## config.mk

```make
export PLATFORM = sky130hd
export DESIGN_NAME = uart_rx_byte
export DESIGN_NICKNAME = d
export VERILOG_FILES = /design/src/rtl/uart_pkg.sv /design/src/rtl/sync_2ff.sv /design/src/rtl/uart_rx_byte.sv
export SDC_FILE = /design/constraint.sdc
export NUM_CORES = 1
export LEC_CHECK = 0
export ABC_AREA = 1
export ABC_CLOCK_PERIOD_IN_PS = 1900
export BUFFER_PORTS_ARGS = -buffer_cell sky130_fd_sc_hd__buf_2
export CAP_MARGIN = 20
export CORE_MARGIN = 5
export CORE_UTILIZATION = 62
export DETAILED_ROUTE_END_ITERATION = 16
export GPL_TIMING_DRIVEN = 1
export MAX_ROUTING_LAYER = met4
export PLACE_DENSITY = 0.83
export SLEW_MARGIN = 20
export SYNTH_ARGS = -nofsm -noshare
export SYNTH_HDL_FRONTEND = slang
export SYNTH_SLANG_ARGS = --single-unit
```

## constraint.sdc

```tcl
create_clock -name sys_clk -period 1.9 [get_ports sys_clk]
set_input_delay 0.285 -clock sys_clk [delete_from_list [all_inputs] [get_ports sys_clk]]
set_output_delay 0.285 -clock sys_clk [all_outputs]
set_load 0.02 [all_outputs]
```

## src/rtl/uart_pkg.sv

```systemverilog
// ----------------------------------------------------------------------------
// uart_pkg : shared UART constants and receiver state encoding
// Rev 1.0
// ----------------------------------------------------------------------------
`default_nettype none

package uart_pkg;

  localparam int unsigned CLK_HZ               = 12_000_000;
  localparam int unsigned BAUD                 = 115_200;
  localparam int unsigned CLKS_PER_BIT_DEFAULT = 104;

  typedef enum logic [2:0] {
    IDLE  = 3'd0,
    START = 3'd1,
    DATA  = 3'd2,
    STOP  = 3'd3,
    BREAK = 3'd4
  } rx_state_e;

endpackage : uart_pkg

`default_nettype wire

```

## src/rtl/sync_2ff.sv

```systemverilog
// ----------------------------------------------------------------------------
// sync_2ff : 1-bit two-flop synchronizer, resets to 1 (idle-high lines)
// Rev 1.0
// ----------------------------------------------------------------------------
`default_nettype none

module sync_2ff (
  input  logic clk_i,
  input  logic rst_ni,
  input  logic d_i,
  output logic q_o
);

  logic meta_q;
  logic sync_q;

  always_ff @(posedge clk_i or negedge rst_ni) begin
    if (!rst_ni) begin
      meta_q <= 1'b1;
      sync_q <= 1'b1;
    end else begin
      meta_q <= d_i;
      sync_q <= meta_q;
    end
  end

  assign q_o = sync_q;

endmodule : sync_2ff

`default_nettype wire

```

## src/rtl/uart_rx_byte.sv

```systemverilog
// ----------------------------------------------------------------------------
// uart_rx_byte : 8N1 UART receiver with valid/ready byte output
// Rev 1.0
// ----------------------------------------------------------------------------
`default_nettype none

module uart_rx_byte
  import uart_pkg::*;
#(
  parameter int unsigned CLKS_PER_BIT = CLKS_PER_BIT_DEFAULT,
  parameter int unsigned HALF_BIT     = CLKS_PER_BIT / 2
) (
  input  logic       sys_clk,
  input  logic       sys_rst_n,
  input  logic       uart_rx,
  output logic [7:0] rx_data,
  output logic       rx_valid,
  input  logic       rx_ready,
  output logic       rx_busy,
  output logic       framing_err,
  output logic       overrun
);

  localparam int unsigned           CNT_W     = $clog2(CLKS_PER_BIT);
  localparam logic [CNT_W-1:0]      BIT_LAST  = CNT_W'(CLKS_PER_BIT - 1);
  localparam logic [CNT_W-1:0]      HALF_LAST = CNT_W'(HALF_BIT - 1);

  logic             rxs;
  rx_state_e        state_q, state_d;
  logic [CNT_W-1:0] cnt_q, cnt_d;
  logic [2:0]       idx_q, idx_d;
  logic [7:0]       shift_q, shift_d;
  logic [7:0]       data_q, data_d;
  logic             valid_q, valid_d;
  logic             ferr_q, ferr_d;
  logic             ovr_q, ovr_d;
  logic             bit_end;
  logic             byte_done;
  logic             stop_bad;

  sync_2ff u_sync_rx (
    .clk_i  (sys_clk),
    .rst_ni (sys_rst_n),
    .d_i    (uart_rx),
    .q_o    (rxs)
  );

  always_ff @(posedge sys_clk or negedge sys_rst_n) begin
    if (!sys_rst_n) begin
      state_q <= IDLE;
      cnt_q   <= '0;
      idx_q   <= '0;
      shift_q <= '0;
      data_q  <= '0;
      valid_q <= 1'b0;
      ferr_q  <= 1'b0;
      ovr_q   <= 1'b0;
    end else begin
      state_q <= state_d;
      cnt_q   <= cnt_d;
      idx_q   <= idx_d;
      shift_q <= shift_d;
      data_q  <= data_d;
      valid_q <= valid_d;
      ferr_q  <= ferr_d;
      ovr_q   <= ovr_d;
    end
  end

  assign bit_end = (cnt_q == BIT_LAST);

  always_comb begin
    state_d = state_q;
    cnt_d   = cnt_q;
    idx_d   = idx_q;
    shift_d = shift_q;
    unique case (state_q)
      IDLE: begin
        cnt_d = '0;
        if (!rxs) state_d = START;
      end
      START: begin
        if (cnt_q == HALF_LAST) begin
          cnt_d   = '0;
          idx_d   = '0;
          // A high line at mid start bit was only a glitch.
          state_d = rxs ? IDLE : DATA;
        end else begin
          cnt_d = cnt_q + 1'b1;
        end
      end
      DATA: begin
        if (bit_end) begin
          cnt_d          = '0;
          shift_d[idx_q] = rxs;
          idx_d          = idx_q + 3'd1;
          if (idx_q == 3'd7) state_d = STOP;
        end else begin
          cnt_d = cnt_q + 1'b1;
        end
      end
      STOP: begin
        if (bit_end) begin
          cnt_d   = '0;
          state_d = rxs ? IDLE : BREAK;
        end else begin
          cnt_d = cnt_q + 1'b1;
        end
      end
      BREAK: begin
        cnt_d = '0;
        if (rxs) state_d = IDLE;
      end
      default: begin
        state_d = IDLE;
        cnt_d   = '0;
      end
    endcase
  end

  assign byte_done = (state_q == STOP) && bit_end && rxs;
  assign stop_bad  = (state_q == STOP) && bit_end && !rxs;

  always_comb begin
    data_d  = data_q;
    valid_d = valid_q;
    ferr_d  = stop_bad;
    ovr_d   = 1'b0;
    if (byte_done) begin
      // A same-cycle handshake frees the slot for the new byte.
      if (!valid_q || rx_ready) begin
        data_d  = shift_q;
        valid_d = 1'b1;
      end else begin
        ovr_d = 1'b1;
      end
    end else if (valid_q && rx_ready) begin
      valid_d = 1'b0;
    end
  end

  assign rx_data     = data_q;
  assign rx_valid    = valid_q;
  assign rx_busy     = (state_q != IDLE);
  assign framing_err = ferr_q;
  assign overrun     = ovr_q;

endmodule : uart_rx_byte

`default_nettype wire

```

==> summary.md, run 1 <==
- **antenna violations before repair** 0
- **die area** 3840 µm²
- **endpoint arrival time on the critical path** 1.78 ns
- **number of endpoints with negative hold slack in the final report** 1
- **routed wirelength normalized by instance count** 12.1 µm
- **overall routing resource usage** 19.0%
- **element type at the critical path start** register
- **Critical Path Source** cnt_q[0]$_DFF_PN0_
- **largest fanout of any net on the critical path** 20
- **Post-Place Cell Area** 1760 µm²
- **number of cell instances on the worst register-to-register path** 9
- **number of nets with antenna violations after detailed routing** 0
- **result of the run** complete, but fails checks
- **largest voltage drop on the vdd net** 497 µV
- **hold crit path type** in2async
- **Syn. warnings** 0
- **buffer count from post-CTS setup fixing** 0
- **DP Wirelength** 2.12 mm
- **library cell occupying the most area in the post-synthesis netlist** sky130_fd_sc_hd__dfrtp_1
- **initial core utilization** 66.4%
- **TritonCTS clock tree** built
- **number of maximum-capacitance violations** 0
- **number of vias per cell after detailed routing** 5.22
- **cell types occupying the most area after synthesis** sky130_fd_sc_hd__dfrtp_1 (48%), sky130_fd_sc_hd__nand2_1 (14%), sky130_fd_sc_hd__inv_1 (5.6%), sky130_fd_sc_hd__nand3_1 (4.5%), sky130_fd_sc_hd__o21ai_2 (4.2%)
- **total of endpoints with negative setup slack in the final report** 0
- **total global routing overflow** 0
- **violated checks** hold timing
- **area share of the largest cell type after synthesis** 47.8%
- **number of detailed-routing iterations run before antenna repair** 4
- **area growth from synthesis to layout** 8.45%
- **slew of the pin with the lowest slew margin** 0.723 ns
- **number of vias after detailed routing** 1301
- **most frequent cells in the layout** sky130_fd_sc_hd__nand2_1 (63), sky130_fd_sc_hd__dfrtp_1 (32), sky130_fd_sc_hd__inv_1 (25)
- **post-synthesis area per instance** 8.37 µm²
- **minimum hold slack** -0.000460 ns
- **maximum number of pins on one net before global-route repair** 35
- **total I/O pin count** 16
- **aggregate negative setup slack** 0 ns
- **total of flip-flops plus latches after synthesis** 34
- **GP Congestion** 0.832
- **# DRC** 0
- **final standard cell area without fillers** 1820 µm²
- **max-slew violation count** 0
- **iteration-0 DRC count of the detailed router** 55
- **count of placed standard cells including taps** 241
- **Post-Synthesis Cells** 200
- **total of cells resized after clock tree synthesis** 0
- **standard cell core area** 2520 µm²
- **Die Wd** 62.0 µm
- **RSZ-0062 raised after global routing** no
- **Synth Net Count** 207
- **area of the mapped netlist** 1670 µm²
- **global-route wire length before repair** 5.15 mm
- **diodes inserted** 0
- **# hold bufs at CTS** 0
- **clock latency at the later pin of the worst-skew pair** 0.33 ns
- **unique cell type count in the Yosys netlist** 23
- **vias in the first global route** 1237
- **upper clock frequency limit** 646 MHz
- **Crit. End Element** register
- **final cell utilization of the core** 72.0%
- **total power density per cell area** 643 nW/µm²
- **max-slew headroom at the worst pin** 51.8%
- **Routed WL** 3.01 mm
- **final worst clock skew** 0.00823 ns
- **Worst-path clk slew** 0.10 ns
- **part of the cycle the worst path needs** 81.5%
- **total CTS buffers** 5
- **sinks on the clock net** 34
- **total number of H-tree levels** 2
- **end of the worst register-to-register path** shift_q[1]$_DFFE_PN0P_
- **die outline height** 62.0 µm
- **fraction of layout cells with a size suffix above 1** 21.0%
- **IO buf count** 15
- **layout net count** 225
- **startpoint of the most critical register-to-register path** cnt_q[0]$_DFF_PN0_
- **buffer levels on the longest clock path** 2
- **capture point of the critical path** shift_q[1]$_DFFE_PN0P_
- **Lkg Pwr** 0.966 nW
- **required time at the worst-slack endpoint** 2.13 ns
- **setup slack, reg-to-reg** 0.35 ns
- **sequential fraction of the synthesis area** 51.0%
- **count of standard-cell rows** 18
- **CP Class** reg2reg
- **minimum period implied by the final worst setup slack** 1.55 ns
- **final standard cell count with taps included and fillers excluded** 249
- **Root Buffer Master** sky130_fd_sc_hd__clkbuf_4
- **most common library cell in the layout ignoring fill and taps** sky130_fd_sc_hd__nand2_1
routing by layer:
layer,vias up,part of all wire [%],track usage (%)
met2,33,48,31.4
met5,-,0,-
met4,0,1.3,7.27
met3,6,5.4,5.58
met1,600,45,21.7
li1,662,-,-
worst min path at each step:
stage	to
CTS	cnt_q[0]$_DFF_PN0_
global route	u_sync_rx.meta_q$_DFF_PN1_
finish	cnt_q[0]$_DFF_PN0_
floorplan	cnt_q[0]$_DFF_PN0_
global placement	u_sync_rx.q_o$_DFF_PN1_
detailed placement	u_sync_rx.q_o$_DFF_PN1_
synth_stat cells (all sizes together):
cell / instances
inv: 28
nand2: 64
ha: 3
o21ai: 8
nor2: 24
xor2: 3
dfstp: 2
nand3: 17
clkbuf: 1
nor3: 2
dfrtp: 32
nand4: 11
clkinv: 1
buf: 4
critical path: stages (launching register included):
cell	delay (ns)
sky130_fd_sc_hd__dfrtp_1	0.39
sky130_fd_sc_hd__ha_1	0.20
sky130_fd_sc_hd__nand2_1	0.10
sky130_fd_sc_hd__nor2_2	0.12
sky130_fd_sc_hd__nand2_2	0.09
sky130_fd_sc_hd__nor2_2	0.08
sky130_fd_sc_hd__buf_4	0.23
sky130_fd_sc_hd__nand3_1	0.10
sky130_fd_sc_hd__nand2_1	0.08
sky130_fd_sc_hd__nand2_1	0.05
power by group:
part / internal, mW / total [mW] / leakage, nW / switching, mW
clock: 0.179 / 0.416 / 0.0353 / 0.237
sequential: 0.727 / 0.732 / 0.453 / 0.00436
combinational: 0.00332 / 0.0194 / 0.478 / 0.0161
logic make-up (layout without fill, tap and decap cells):
kind of cell	count (synthesis)	in the layout	share of synthesized area, %
buffers and inverters	34	53	8.82
AO/OA/AOI/OAI	8	8	4.19
XOR/XNOR	3	3	1.57
adder cells (fa/ha/maj)	3	3	2.24
AND/OR/NAND/NOR	118	118	32.2
flip-flops	34	34	51.0
registers in the layout, indices dropped and copies added, names as in the netlist:
signal            cells
cnt_q                 7
framing_err           1
idx_q                 3
overrun               1
rx_data               8
rx_valid              1
shift_q               8
state_q               3
u_sync_rx.meta_q      1
u_sync_rx.q_o         1
per-stage QoR:
stage,setup WS (ns),power [mW]
after global routing,0.172,1.22
final,0.351,1.17
after detailed placement,0.383,0.766
after CTS,0.347,1.17
after floorplan,0.571,0.748
after global placement,0.443,0.765
final cells by class:
class	count	area, µm²
sequential	34	853
clock inverter	1	5.00
inverter	29	109
timing repair buffer	16	82.6
multi-input combinational	132	673
tap	30	37.5
clock buffer	7	55.1
fill	181	707
Power figures use the tool's default switching activity.
==> run 2: changes to the inputs <==
--- a/config.mk
+++ b/config.mk
@@ -5,16 +5,16 @@
 export SDC_FILE = /design/constraint.sdc
 export NUM_CORES = 1
 export LEC_CHECK = 0
-export ABC_AREA = 1
-export ABC_CLOCK_PERIOD_IN_PS = 1900
+export ABC_AREA = 0
+export ABC_CLOCK_PERIOD_IN_PS = 1500
 export BUFFER_PORTS_ARGS = -buffer_cell sky130_fd_sc_hd__buf_2
 export CAP_MARGIN = 20
 export CORE_MARGIN = 5
-export CORE_UTILIZATION = 62
+export CORE_UTILIZATION = 57
 export DETAILED_ROUTE_END_ITERATION = 16
 export GPL_TIMING_DRIVEN = 1
 export MAX_ROUTING_LAYER = met4
-export PLACE_DENSITY = 0.83
+export PLACE_DENSITY = 0.78
 export SLEW_MARGIN = 20
 export SYNTH_ARGS = -nofsm -noshare
 export SYNTH_HDL_FRONTEND = slang
==> constraint.sdc (replaced) <==
create_clock -name sys_clk -period 1.5 [get_ports sys_clk]
set_input_delay 0.225 -clock sys_clk [delete_from_list [all_inputs] [get_ports sys_clk]]
set_output_delay 0.225 -clock sys_clk [all_outputs]
set_load 0.02 [all_outputs]
==> run 2 against run 1 <==
The flow finishes with violations (setup timing). Register-to-register slack worse by 0.58 ns. Clock skew up 0.0016 ns. Synthesized area down 7.2%. Critical endpoint is now rx_busy. Largest power group unchanged.
==> summary.md, run 2 <==
- **Post-Synthesis Cells** 133, -34%
- **IO buf count** 15, unchanged
- **area share of the largest cell type after synthesis** 51.6%, +3.7 points
- **slew of the pin with the lowest slew margin** 0.424 ns, -0.299 ns
- **Crit. End Element** output pin
- **commonest cells in the synthesized netlist** sky130_fd_sc_hd__dfrtp_1 (32), sky130_fd_sc_hd__mux2_2 (12), sky130_fd_sc_hd__nor3_1 (11)
- **sequential fraction of the synthesis area** 55.0%, +4.0 points
- **die area** 3870 µm², +0.73%
- **library cell occupying the most area in the post-synthesis netlist** sky130_fd_sc_hd__dfrtp_1
- **total power density per cell area** 765 nW/µm², +19%
- **max-slew violation count** 0, unchanged
- **part of the cycle the worst path needs** 116%
- **register cell area after layout** 855 µm², +0.15%
- **Post-Place Setup Slack** -0.236 ns, -0.619 ns
- **Lkg Pwr** 1.11 nW, +14%
- **number of nets with antenna violations after detailed routing** 0, unchanged
- **fraction of met3 tracks used by global routing** 6.67%, +1.1 points
- **number of detailed-routing iterations run before antenna repair** 4, unchanged
- **clock latency at the later pin of the worst-skew pair** 0.35 ns, +0.02 ns
- **largest fanout of any net on the critical path** 2, -90%
- **upper clock frequency limit** 577 MHz
- **fraction of registers with async set/reset** 100%, unchanged
- **DP Wirelength** 2.23 mm, +5.2%
- **setup slack, reg-to-reg** -0.23 ns, -0.58 ns
- **Die Wd** 62.2 µm, +0.36%
- **cell types occupying the most area after synthesis** sky130_fd_sc_hd__dfrtp_1 (52%), sky130_fd_sc_hd__mux2_2 (8.7%), sky130_fd_sc_hd__nor3_1 (3.5%), sky130_fd_sc_hd__dfstp_2 (3.4%), sky130_fd_sc_hd__ha_1 (2.4%)
- **area of combinational cells with multiple inputs** 930 µm², +38%
- **antenna violations before repair** 0, unchanged
- **total of flip-flops plus latches after synthesis** 34, unchanged
- **buffer levels on the longest clock path** 2, unchanged
- **layout net count** 200, -11%
- **post-synthesis area per instance** 11.7 µm², +39%
- **area growth from synthesis to layout** 55.6%
- **hold crit path type** in2reg
- **total number of H-tree levels** 2, unchanged
- **total global routing overflow** 0, unchanged
- **number of maximum-capacitance violations** 0, unchanged
- **number of vias after detailed routing** 1428, +9.8%
- **result of the run** complete, but fails checks
- **most frequent cells in the layout** sky130_fd_sc_hd__dfrtp_1 (31), sky130_fd_sc_hd__buf_4 (31), sky130_fd_sc_hd__buf_2 (14)
- **total of endpoints with negative setup slack in the final report** 28, +28
- **total I/O pin count** 16, unchanged
- **die outline height** 62.2 µm, +0.36%
- **Synth Net Count** 140, -32%
- **top_reg_cell synth** sky130_fd_sc_hd__dfrtp_1
- **# DRC** 0, unchanged
- **CP Class** reg2out
- **Root Buffer Master** sky130_fd_sc_hd__clkbuf_4
- **fraction of layout cells with a size suffix above 1** 61.9%, +41 points
- **routed wirelength normalized by instance count** 22.4 µm, +85%
- **GP Congestion** 0.885, +6.4%
- **global routing usage on met2** 39.9%, +8.5 points
- **Routed WL** 5.04 mm, +68%
- **TritonCTS clock tree** built
- **maximum number of pins on one net before global-route repair** 35, unchanged
- **Worst-path clk slew** 0.10 ns, about the same
- **count of standard-cell rows** 19, +1
- **Most Used Layer, Global Route** met2
- **most instantiated library cell after synthesis** sky130_fd_sc_hd__dfrtp_1
- **number of vias per cell after detailed routing** 6.35, +21%
- **number of enable flip-flop cells after synthesis** 0, unchanged
- **met1 track demand over resource in global routing** 25.9%, +4.1 points
- **Syn. warnings** 0, unchanged
- **violated checks** setup timing
- **global-route wire length before repair** 7.04 mm, +37%
- **minimum period implied by the final worst setup slack** 1.73 ns
- **element type at the critical path start** register
- **standard cell core area** 2690 µm², +6.5%
- **required time at the worst-slack endpoint** 1.27 ns, -0.86 ns
- **endpoint arrival time on the critical path** 1.51 ns, -0.27 ns
- **total CTS buffers** 5, unchanged
- **unique cell type count in the Yosys netlist** 34, +48%
- **max-slew headroom at the worst pin** 71.7%, +20 points
- **number of fill cells in the layout** 111, -39%
- **number of endpoints with negative hold slack in the final report** 0, -1
- **iteration-0 DRC count of the detailed router** 87, +58%
- **RSZ-0062 raised after global routing** yes
- **largest voltage drop on the vdd net** 1380 µV, +180%
- **vias in the first global route** 1476, +19%
- **overall routing resource usage** 24.0%, +5.0 points
- **area of the mapped netlist** 1550 µm², -7.2%
- **sinks on the clock net** 34, unchanged
- **final cell utilization of the core** 89.9%, +18 points
- **diodes inserted** 0, unchanged
- **slack of the critical path** -0.233 ns, -0.583 ns
- **final worst clock skew** 0.00986 ns, +0.00163 ns
- **initial core utilization** 57.8%, -8.6 points
[run 2: worst max-delay path: stages (launching register included)]
cell and delay (ns):
sky130_fd_sc_hd__dfrtp_1 0.41, sky130_fd_sc_hd__buf_6 0.13, sky130_fd_sc_hd__buf_8 0.11, sky130_fd_sc_hd__or3_4 0.37
sky130_fd_sc_hd__buf_6 0.14
[run 2: repair_timing]
action,4_1_cts,5_1_grt
endpoints found under the hold margin,33,0
resized for setup,38,26
pin swaps,16,7
buffers inserted,5,8
hold buffers,2,0
endpoints found under the setup margin,28,29
[run 2: layout make-up]
type / instances / area share (%)
flip-flops and latches: 34 / 35.4
repair buffers: 59 / 19.6
multi-input cells: 91 / 38.5
well taps: 31 / 1.61
inverters: 2 / 0.311
clock buffers: 6 / 2.12
clock inverters: 2 / 2.49
[run 2: cells by family after synthesis]
| logic type | after synthesis | synth area share [%] |
|---|---|---|
| flops | 34 | 55.0 |
| buf+inv | 8 | 2.26 |
| fa+ha+maj | 3 | 2.42 |
| compound gates | 15 | 6.45 |
| simple gates | 52 | 19.6 |
| xor+xnor | 5 | 2.82 |
| mux | 16 | 11.5 |
[run 2: power by group]
part,total [mW],internal (mW),switching (mW)
combinational,0.0370,0.0111,0.0259
clock,0.887,0.564,0.322
sequential,0.924,0.921,0.00284
total,1.85,1.50,0.351
[run 2: worst paths after layout]
kind | startpoint | end | cells after the start
min reg2reg | u_sync_rx.meta_q$_DFF_PN1_ | u_sync_rx.q_o$_DFF_PN1_ | 0
max reg2reg | state_q[0]$_DFFE_PN0P_ | shift_q[5]$_DFFE_PN0P_ | 5
min in group asynchronous | sys_rst_n | shift_q[5]$_DFFE_PN0P_ | 3
max in group asynchronous | sys_rst_n | u_sync_rx.q_o$_DFF_PN1_ | 3
min | rx_ready | overrun$_DFF_PN0_ | 3
max | state_q[2]$_DFFE_PN0P_ | rx_busy | 4
[run 2: routing by layer]
metal	wire length [µm]	share of wire, %	vias to the layer above
met4	146	2.9	0
met3	363	7.2	24
li1	-	-	596
met5	0	0	-
met2	2660	53	95
met1	1870	37	713
[run 2: stage by stage]
step                power, mW  area [µm²]  hold WS [ns]  TNS [ns]  cells
floorplan               0.946        1600       -0.0706     -1.20    133
global placement        0.972        1900         0.272     -1.42    202
detailed placement      0.973        1900         0.276     -2.60    202
CTS                      1.85        2240         0.243     -1.32    217
global route             1.93        2420         0.276     -4.70    225
finish                   1.85        2420         0.261     -3.38    225
==> run 3: changes to the inputs <==
--- a/config.mk
+++ b/config.mk
@@ -7,7 +7,7 @@
 export LEC_CHECK = 0
 export ABC_AREA = 0
 export ABC_CLOCK_PERIOD_IN_PS = 1500
-export BUFFER_PORTS_ARGS = -buffer_cell sky130_fd_sc_hd__buf_2
+export BUFFER_PORTS_ARGS = -buffer_cell sky130_fd_sc_hd__buf_4
 export CAP_MARGIN = 20
 export CORE_MARGIN = 5
 export CORE_UTILIZATION = 57
==> run 3 against run 2 <==
The run still ends with setup timing left. Via count decreased by 8.3%. Critical endpoint is now shift_q[5]$_DFFE_PN0P_. Total power is 0.49% lower. Highest routed layer unchanged. Final cell count down 2.7%. Non-clock buffer count shrank 6. Largest cell class unchanged. Largest power group unchanged.
==> summary.md, run 3 (synthesized netlist as in run 2, its figures left out) <==
- **count of standard-cell rows** 19, unchanged
- **most frequent cells in the layout** sky130_fd_sc_hd__buf_4 (41), sky130_fd_sc_hd__dfrtp_1 (32), sky130_fd_sc_hd__mux2_2 (9), sky130_fd_sc_hd__buf_6 (9)
- **layout net count** 194, -3.0%
- **element type at the critical path start** register
- **slack of the critical path** -0.183 ns, +0.0494 ns
- **total power density per cell area** 795 nW/µm², +3.9%
- **number of vias after detailed routing** 1310, -8.3%
- **Lkg Pwr** 1.07 nW, -3.0%
- **vias in the first global route** 1316, -11%
- **total number of H-tree levels** 2, unchanged
- **area growth from synthesis to layout** 49.0%
- **result of the run** complete, but fails checks
- **violated checks** setup timing
- **CP max stage delay** 0.41 ns, about the same
- **number of endpoints with negative hold slack in the final report** 0, unchanged
- **fraction of power consumed by combinational cells** 2.0%, about the same
- **standard cell core area** 2690 µm², unchanged
- **die outline height** 62.2 µm, unchanged
- **Post-Place Setup Slack** -0.255 ns, -0.0191 ns
- **CP Class** reg2reg
- **initial core utilization** 57.8%, unchanged
- **diodes inserted** 0, unchanged
- **switching portion of total power** 18.6%, -0.42 points
- **overall routing resource usage** 20.4%, -3.6 points
- **register cell area after layout** 853 µm², -0.15%
- **sinks on the clock net** 34, unchanged
- **final standard cell count with taps included and fillers excluded** 219, -2.7%
- **upper clock frequency limit** 594 MHz, +2.9%
- **maximum number of pins on one net before global-route repair** 35, unchanged
- **GP Congestion** 0.870, -1.6%
- **Buffers & Inverters on Critical Path** 0, -3
- **hold wc startpoint** rx_ready
- **largest fanout of any net on the critical path** 3, +1
- **max-slew headroom at the worst pin** 72.1%, +0.36 points
- **largest voltage drop on the vdd net** 1450 µV, +5.3%
- **Worst-path clk slew** 0.10 ns, about the same
- **number of fill cells in the layout** 138, +24%
- **number of vias per cell after detailed routing** 5.98, -5.7%
- **minimum period implied by the final worst setup slack** 1.68 ns, -0.0494 ns
- **Routed WL** 3.92 mm, -22%
- **iteration-0 DRC count of the detailed router** 44, -49%
- **total I/O pin count** 16, unchanged
- **clock power share** 47.9%, about the same
- **area of combinational cells with multiple inputs** 858 µm², -7.7%
- **most common library cell in the layout ignoring fill and taps** sky130_fd_sc_hd__buf_4
- **proportion of power drawn by flip-flops and latches** 50.2%, +0.2 points
- **aggregate negative setup slack** -2.23 ns, +1.16 ns
- **total design power** 1.84 mW, -0.49%
- **critical path, cell by cell** ha_4, nand3_4, or2_4, or3_4, mux2_4
- **final cell utilization of the core** 86.1%, -3.8 points
- **switching power** 0.341 mW, -2.7%
- **number of maximum-capacitance violations** 0, unchanged
- **# DRC** 0, unchanged
- **number of detailed-routing iterations run before antenna repair** 4, unchanged
- **endpoint arrival time on the critical path** 1.92 ns, +0.41 ns
- **slew of the pin with the lowest slew margin** 0.419 ns, -0.00545 ns
- **RSZ-0062 raised after global routing** yes
- **DP Wirelength** 2.25 mm, +0.82%
- **buffer levels on the longest clock path** 2, unchanged
- **startpoint of the most critical register-to-register path** cnt_q[1]$_DFF_PN0_
- **kind of cell adding the most delay to the critical path** simple AND/OR/NAND/NOR gates
- **total of endpoints with negative setup slack in the final report** 24, -14%
- **Die Wd** 62.2 µm, unchanged
- **slowest library cell on the worst path** sky130_fd_sc_hd__dfrtp_1
- **Root Buffer Master** sky130_fd_sc_hd__clkbuf_4
- **routed wirelength normalized by instance count** 17.9 µm, -20%
- **number of nets with antenna violations after detailed routing** 0, unchanged
- **hold crit path type** in2reg
- **final worst clock skew** 0.00768 ns, -0.00218 ns
- **Critical Path Source** cnt_q[1]$_DFF_PN0_
- **antenna violations before repair** 0, unchanged
- **total CTS buffers** 5, unchanged
- **max-slew violation count** 0, unchanged
- **total global routing overflow** 0, unchanged
- **Int Power** 1.50 mW, about the same
- **IO buf count** 15, unchanged
- **count of placed standard cells including taps** 202, unchanged
- **TritonCTS clock tree** built
- **clock latency at the later pin of the worst-skew pair** 0.34 ns, about the same
- **required time at the worst-slack endpoint** 1.73 ns, +0.46 ns
- **Crit. End Element** register
- **global-route wire length before repair** 6.02 mm, -14%
- **die area** 3870 µm², unchanged
- **fraction of layout cells with a size suffix above 1** 53.7%, -8.1 points
- **part of the cycle the worst path needs** 112%, -3.3 points
[run 3: power groups by stage]
stage | combinational [mW] | clock (mW) | sequential, mW
4_1_cts | 0.0367 | 0.893 | 0.923
6_report | 0.0360 | 0.880 | 0.923
5_1_grt | 0.0416 | 0.947 | 0.924
3_5_place_dp | 0.0325 | 0 | 0.940
3_3_place_gp | 0.0313 | 0 | 0.940
2_1_floorplan | 0.00498 | 0 | 0.941
[run 3: metal layers]
| layer | track usage [%] | vias to the layer above | share of wire [%] |
|---|---|---|---|
| li1 | - | 592 | - |
| met1 | 23.0 | 662 | 40 |
| met2 | 32.9 | 44 | 52 |
| met3 | 6.13 | 12 | 5.2 |
| met4 | 9.49 | 0 | 2.5 |
| met5 | - | - | 0 |
[run 3: worst paths after layout]
kind	end	slack, ns	cells after the start
hold reg to reg	u_sync_rx.q_o$_DFF_PN1_	0.36	0
min in group asynchronous	rx_data[0]$_DFFE_PN0P_	0.36	2
setup reg to reg	shift_q[5]$_DFFE_PN0P_	-0.18	5
hold / removal	overrun$_DFF_PN0_	0.22	3
max in group asynchronous	u_sync_rx.meta_q$_DFF_PN1_	0.81	2
setup / recovery	shift_q[5]$_DFFE_PN0P_	-0.18	5
[run 3: stage by stage]
stage | area, µm² | hold WS, ns
floorplan | 1600 | -0.0706
global placement | 1930 | 0.186
detailed placement | 1930 | 0.192
CTS | 2200 | 0.200
global route | 2310 | 0.223
finish | 2310 | 0.217
[run 3: layout make-up]
cell class | instances | area share [%]
Multi-Input combinational cell | 91 | 37.1
Inverter | 2 | 0.324
Timing Repair Buffer | 53 | 19.2
Tap cell | 31 | 1.68
Clock buffer | 6 | 2.22
Sequential cell | 34 | 36.9
Clock inverter | 2 | 2.60
[run 3: repair_timing]
| item | in CTS | in global routing |
|---|---|---|
| hold endpoints to repair | 33 | 0 |
| pin swaps | 6 | 11 |
| hold buffers | 2 | 0 |
| gates cloned | 0 | 0 |
| setup endpoints to repair | 22 | 29 |
| gates resized for setup | 22 | 18 |
| buffers inserted | 3 | 4 |
[run 3: worst register-to-register path: stages (launching register included)]
cell and delay [ns]:
sky130_fd_sc_hd__dfrtp_1 0.41, sky130_fd_sc_hd__ha_4 0.17, sky130_fd_sc_hd__nand3_4 0.08, sky130_fd_sc_hd__or2_4 0.26, sky130_fd_sc_hd__or3_4 0.35, sky130_fd_sc_hd__mux2_4 0.30
